==> config.mk <==
export PLATFORM = sky130hd
export DESIGN_NAME = divider_unit
export DESIGN_NICKNAME = d
export VERILOG_FILES = /design/src/rtl/divider_unit_pkg.sv /design/src/rtl/divider_datapath.sv /design/src/rtl/divider_unit.sv
export SDC_FILE = /design/constraint.sdc
export NUM_CORES = 1
export LEC_CHECK = 0
export BUFFER_PORTS_ARGS = -buffer_cell sky130_fd_sc_hd__buf_2
export CAP_MARGIN = 0
export CORE_ASPECT_RATIO = 0.7
export CORE_MARGIN = 2
export CORE_UTILIZATION = 30
export CTS_BUF_LIST = sky130_fd_sc_hd__clkbuf_2 sky130_fd_sc_hd__clkbuf_4 sky130_fd_sc_hd__clkbuf_8
export CTS_CLUSTER_SIZE = 28
export DETAILED_ROUTE_END_ITERATION = 8
export GPL_TIMING_DRIVEN = 0
export PLACE_DENSITY_LB_ADDON = 0.25
export SYNTH_ARGS = -nofsm -noshare
export SYNTH_HDL_FRONTEND = slang
export SYNTH_HIERARCHICAL = 1
export SYNTH_SLANG_ARGS = --single-unit
==> constraint.sdc <==
create_clock -name Clock -period 1.89 [get_ports Clock]
set_input_delay 0.0945 -clock Clock [delete_from_list [all_inputs] [get_ports Clock]]
set_output_delay 0.0945 -clock Clock [all_outputs]
set_load 0.02 [all_outputs]
==> src/rtl/divider_unit_pkg.sv <==
// Shared definitions for the restoring divider: state encoding, default widths
// and the fill value used to mark a divide-by-zero result.
package divider_unit_pkg;

  localparam int DVD_W_DEF = 8;
  localparam int DVS_W_DEF = 4;

  typedef enum logic [1:0] {
    IDLE = 2'd0,
    CALC = 2'd1,
    DONE = 2'd2
  } state_t;

  // Divide-by-zero reports all-ones in both quotient and remainder.
  localparam logic DBZ_FILL = 1'b1;
  localparam logic [DVD_W_DEF-1:0] DBZ_QUOT = {DVD_W_DEF{DBZ_FILL}};
  localparam logic [DVS_W_DEF-1:0] DBZ_REM  = {DVS_W_DEF{DBZ_FILL}};

endpackage

==> src/rtl/divider_datapath.sv <==
// Operand/remainder/quotient registers, iteration counter and trial subtractor
// of the restoring divider, sequenced by load/clear/step strobes.
module divider_datapath
  import divider_unit_pkg::*;
#(
  parameter int DVD_W = DVD_W_DEF,
  parameter int DVS_W = DVS_W_DEF
) (
  input  logic             clk,
  input  logic             rst_n,
  input  logic             load,
  input  logic             clear,
  input  logic             step,
  input  logic [DVD_W-1:0] dividend,
  input  logic [DVS_W-1:0] divisor,
  output logic [DVD_W-1:0] quotient,
  output logic [DVS_W-1:0] remainder,
  output logic             div_by_zero,
  output logic             divisor_zero,
  output logic             last_step
);

  localparam int CNT_W = $clog2(DVD_W + 1);

  logic [DVS_W-1:0] dvs_reg;
  logic [DVS_W-1:0] rem_reg;
  logic [DVD_W-1:0] quot_reg;
  logic [CNT_W-1:0] cnt_reg;
  logic             dbz_reg;

  logic [DVS_W:0] trial;
  logic [DVS_W:0] dvs_ext;
  logic [DVS_W:0] diff;
  logic           fits;

  // The dividend is shifted out of the quotient register MSB-first while
  // quotient bits are shifted in at the LSB.
  assign trial   = {rem_reg, quot_reg[DVD_W-1]};
  assign dvs_ext = {1'b0, dvs_reg};
  assign fits    = trial >= dvs_ext;
  assign diff    = trial - dvs_ext;

  assign divisor_zero = (divisor == '0);
  assign last_step    = (cnt_reg == CNT_W'(DVD_W - 1));

  always_ff @(posedge clk or negedge rst_n) begin
    if (!rst_n) begin
      dvs_reg  <= '0;
      rem_reg  <= '0;
      quot_reg <= '0;
      cnt_reg  <= '0;
      dbz_reg  <= 1'b0;
    end else begin
      if (clear) begin
        rem_reg <= '0;
        cnt_reg <= '0;
        dbz_reg <= 1'b0;
      end
      if (load) begin
        dvs_reg <= divisor;
        if (divisor_zero) begin
          dbz_reg  <= 1'b1;
          quot_reg <= {DVD_W{DBZ_FILL}};
          rem_reg  <= {DVS_W{DBZ_FILL}};
        end else begin
          quot_reg <= dividend;
        end
      end else if (step) begin
        quot_reg <= {quot_reg[DVD_W-2:0], fits};
        rem_reg  <= fits ? diff[DVS_W-1:0] : trial[DVS_W-1:0];
        cnt_reg  <= cnt_reg + CNT_W'(1);
      end
    end
  end

  assign quotient    = quot_reg;
  assign remainder   = rem_reg;
  assign div_by_zero = dbz_reg;

endmodule

==> src/rtl/divider_unit.sv <==
// Sequential restoring divider with Start/Done/Ack handshake; one quotient bit
// per clock, control FSM here and arithmetic in divider_datapath.
module divider_unit
  import divider_unit_pkg::*;
#(
  parameter int DVD_W = DVD_W_DEF,
  parameter int DVS_W = DVS_W_DEF
) (
  input  logic             Clock,
  input  logic             Reset,
  input  logic             Start,
  input  logic             Ack,
  input  logic [DVD_W-1:0] Div_Dividend,
  input  logic [DVS_W-1:0] Div_Divisor,
  output logic [DVD_W-1:0] Div_Quotient,
  output logic [DVS_W-1:0] Div_Remainder,
  output logic             Busy,
  output logic             Done,
  output logic             Div_By_Zero
);

  state_t state_reg;
  state_t state_next;
  logic   load;
  logic   clear;
  logic   step;
  logic   divisor_zero;
  logic   last_step;

  always_ff @(posedge Clock or negedge Reset) begin
    if (!Reset) begin
      state_reg <= IDLE;
    end else begin
      state_reg <= state_next;
    end
  end

  always_comb begin
    state_next = state_reg;
    load       = 1'b0;
    clear      = 1'b0;
    step       = 1'b0;
    case (state_reg)
      IDLE: begin
        if (Start) begin
          load       = 1'b1;
          clear      = 1'b1;
          state_next = divisor_zero ? DONE : CALC;
        end
      end
      CALC: begin
        step = 1'b1;
        if (last_step) state_next = DONE;
      end
      DONE: begin
        if (Ack) state_next = IDLE;
      end
      default: state_next = IDLE;
    endcase
  end

  assign Busy = (state_reg == CALC);
  assign Done = (state_reg == DONE);

  divider_datapath #(
    .DVD_W(DVD_W),
    .DVS_W(DVS_W)
  ) u_datapath (
    .clk         (Clock),
    .rst_n       (Reset),
    .load        (load),
    .clear       (clear),
    .step        (step),
    .dividend    (Div_Dividend),
    .divisor     (Div_Divisor),
    .quotient    (Div_Quotient),
    .remainder   (Div_Remainder),
    .div_by_zero (Div_By_Zero),
    .divisor_zero(divisor_zero),
    .last_step   (last_step)
  );

endmodule

==> impl_metrics.json <==
{
  "outcome": "complete, no violations",
  "netlist.area_leader.share": 0.439,
  "yosys_warnings": 6,
  "grtUsageTotal": 0.139,
  "p_per_area_nw_per_um2": 1970,
  "cts-root-buf": "clkbuf_8",
  "viasPerCell": 5.10,
  "async_flop_share": 1.00,
  "crit_end": "u_datapath/remainder[3]",
  "worstPathArrival_ns": 1.94,
  "grt_pass1_vias": 1149,
  "finalSetupTns_ns": 0,
  "rsz0062_at_grt": "false",
  "finalHoldViolations": 0,
  "p_int_mw": 1.72,
  "ys_seq_area_frac": 0.439,
  "r2r_cells": 5,
  "cp.required_ns": 2.04,
  "port_buffers": 30,
  "ff_latch_area_um2": 576,
  "setup_violations": 0,
  "power.switching_mw": 1.51,
  "multiInputGateArea_um2": 743,
  "drv_slew": 0,
  "tritoncts": "done",
  "synth_compound_area_frac": 0.223,
  "drive_above_1_share": 0.277,
  "holdCritPathClass": "in -> reg",
  "syn_nets": 160,
  "yosys.area.top_type": "dfrtp_1",
  "grt_antenna_before_repair": 0,
  "synth_commonest_cells": "dfrtp_1, a21oi_1, nor2_1",
  "synthAdderAreaFrac": 0.0630,
  "place.detailed.instances": 223,
  "maxCapViolations": 0,
  "synth-xor-area-share": 0.0134,
  "gr-total-overflow": 0,
  "critPathKind": "reg -> reg",
  "crit_fanout": 5,
  "synth.area.top_cells": "dfrtp_1, a21oi_1, ha_1",
  "p_sw_frac": 0.467,
  "synthMuxAreaShare": 0.00859,
  "clock.fmax_mhz": 558,
  "fin_worst_skew_ns": 0.00299,
  "start_util": 0.306,
  "p_seq_frac": 0.299,
  "dieArea_um2": 4920,
  "finalCritPeriodShare": 0.948,
  "die_h_um": 59.3,
  "syn_area_um2": 1310,
  "r2r-end": "u_datapath/remainder[3]",
  "relSlewSlack": 0.557,
  "r2r_setup_slack_ns": 0.1,
  "p_leak_nw": 0.750,
  "yosysMostFrequentCell": "dfrtp_1",
  "synth_seq_cells": 23,
  "slowest_delay_ns": 0.47,
  "crit_start": "u_datapath/remainder[0]",
  "pwr-share-comb": 0.601,
  "p_clk_frac": 0.100,
  "start_kind": "register",
  "vias": 1162,
  "syn_avg_cell_area_um2": 9.50,
  "ys.flop_type": "dfrtp_1",
  "synth-simple-area-share": 0.219,
  "fin_nets": 196,
  "post_cts_buffers": 0,
  "crit_slowest_cell": "dfrtp_1",
  "fillers": 428,
  "grt_max_degree": 24,
  "peakVddDrop_v": 0.000786,
  "clk_latency_ns": 0.26,
  "dpl.hpwl_um": 2430,
  "wl_per_cell_um": 14.2,
  "cts_inserted_buffers": 3,
  "stdcell_count": 228,
  "routed_wl_um": 3230,
  "antenna_left": 0,
  "r2r_start": "u_datapath/remainder[0]",
  "syn_inst": 138,
  "finalCriticalPeriod_ns": 1.79,
  "tightest_slew_ns": 0.659,
  "core_um2": 4280,
  "dr.first_iter.drc_count": 105,
  "rows": 20,
  "worst_setup_hold_path_clk_slew_ns": 0.08,
  "area_delta_synth_final_pct": 25.1,
  "worstPathCellList": "ha_1, and3b_1, or3_1, a211oi_2, o31ai_1",
  "place.gp.congestion": 0.743,
  "largest_reg_flops": 8,
  "clock_path_buffers": 2,
  "htreeDepth": 1,
  "drc": 0,
  "synth_top_family_by_area": "compound AO/OA/AOI/OAI gates",
  "clkSinkCount": 23,
  "synth_cell_type_count": 39,
  "grt_pass1_wl_um": 5440,
  "pin_count": 31,
  "hold_slack_ns": 0.0696,
  "die_w_um": 83.0,
  "n_antenna_cell": 0,
  "drt-pass1-iter-count": 4,
  "endpoint_kind": "register",
  "synth_edf_count": 0
}
layer usage:
metal  track usage  vias up  wire (um)
li1              -      561          -
met1         0.185      557       1580
met2         0.219       42       1430
met3        0.0487        2        209
met4        0.0328        0         17
met5             0        -          0
critical path, delay by kind of cell, from the launching register on:
kind / cells / cell delay, ns
adders and majority gates: 1 / 0.34
and+or+nand+nor: 2 / 0.54
AOI/OAI and AO/OA: 2 / 0.34
DFF: 1 / 0.47
power by group through the flow:
stage | Clock [mW] | Sequential (mW) | Combinational (mW)
final | 0.324 | 0.967 | 1.94
after detailed placement | 0 | 0.954 | 1.80
after global routing | 0.362 | 0.995 | 2.18
after global placement | 0 | 0.937 | 1.74
after floorplan | 0 | 1.07 | 1.17
after CTS | 0.335 | 0.948 | 1.82
cells in the final DEF, fill, tap and decap left out, types with 2 or more instances in the layout:
cell type and n:
a211oi_1 7, a21oi_1 16, and2b_1 3, and3b_1 2
buf_2 32, clkbuf_1 2, clkbuf_8 3, dfrtp_1 23
ha_1 4, inv_1 7, nand2_1 10, nor2_1 11
nor2b_1 5, o211ai_1 2, o21a_1 2, o21ai_0 10
o31ai_1 3, xor2_1 2
per-stage QoR:
step	total power, mW	util	instance area, um^2	worst slack, ns
global placement	2.68	0.358	1530	-0.0384
global route	3.53	0.383	1640	0.00978
finish	3.23	0.383	1640	0.0985
detailed placement	2.75	0.358	1530	-0.120
CTS	3.11	0.374	1600	0.0130
floorplan	2.24	-	1310	0.0172
worst min path at each step:
stage	from	to	slack, ns	cells past startpoint
2_1_floorplan	Reset	state_reg[0]	-0.20	0
3_3_place_gp	Reset	u_datapath/dvs_reg[2]	0.1	1
3_5_place_dp	Reset	u_datapath/dvs_reg[2]	0.11	1
4_1_cts	Ack	state_reg[1]	0.07	3
5_1_grt	Div_Dividend[0]	u_datapath/quotient[0]	0.08	3
6_report	Ack	state_reg[1]	0.07	3
what timing repair did:
action | 4_1_cts | 5_1_grt
hold buffers | 1 | 0
pin swaps | 0 | 2
endpoints found under the hold margin | 23 | 0
setup endpoints to repair | 9 | 8
gates resized for setup | 3 | 8
area by class of cell:
type,count,share of cell area
Buffer,4,0.0107
Clock buffer,4,0.0297
Inverter,7,0.0160
Tap cell,55,0.0420
Sequential cell,23,0.351
Multi-Input combinational cell,104,0.453
Timing Repair Buffer,31,0.0976
cells by family (layout without fill, tap and decap cells):
kind of cell,count (synthesis),after routing
AOI/OAI and AO/OA,47,47
buffers and inverters,11,46
DFF,23,23
xor gates and xnor gates,2,2
muxes,1,1
and+or+nand+nor,48,48
adders and majority gates,6,6
Note: power is estimated with default switching activity, not from simulation.
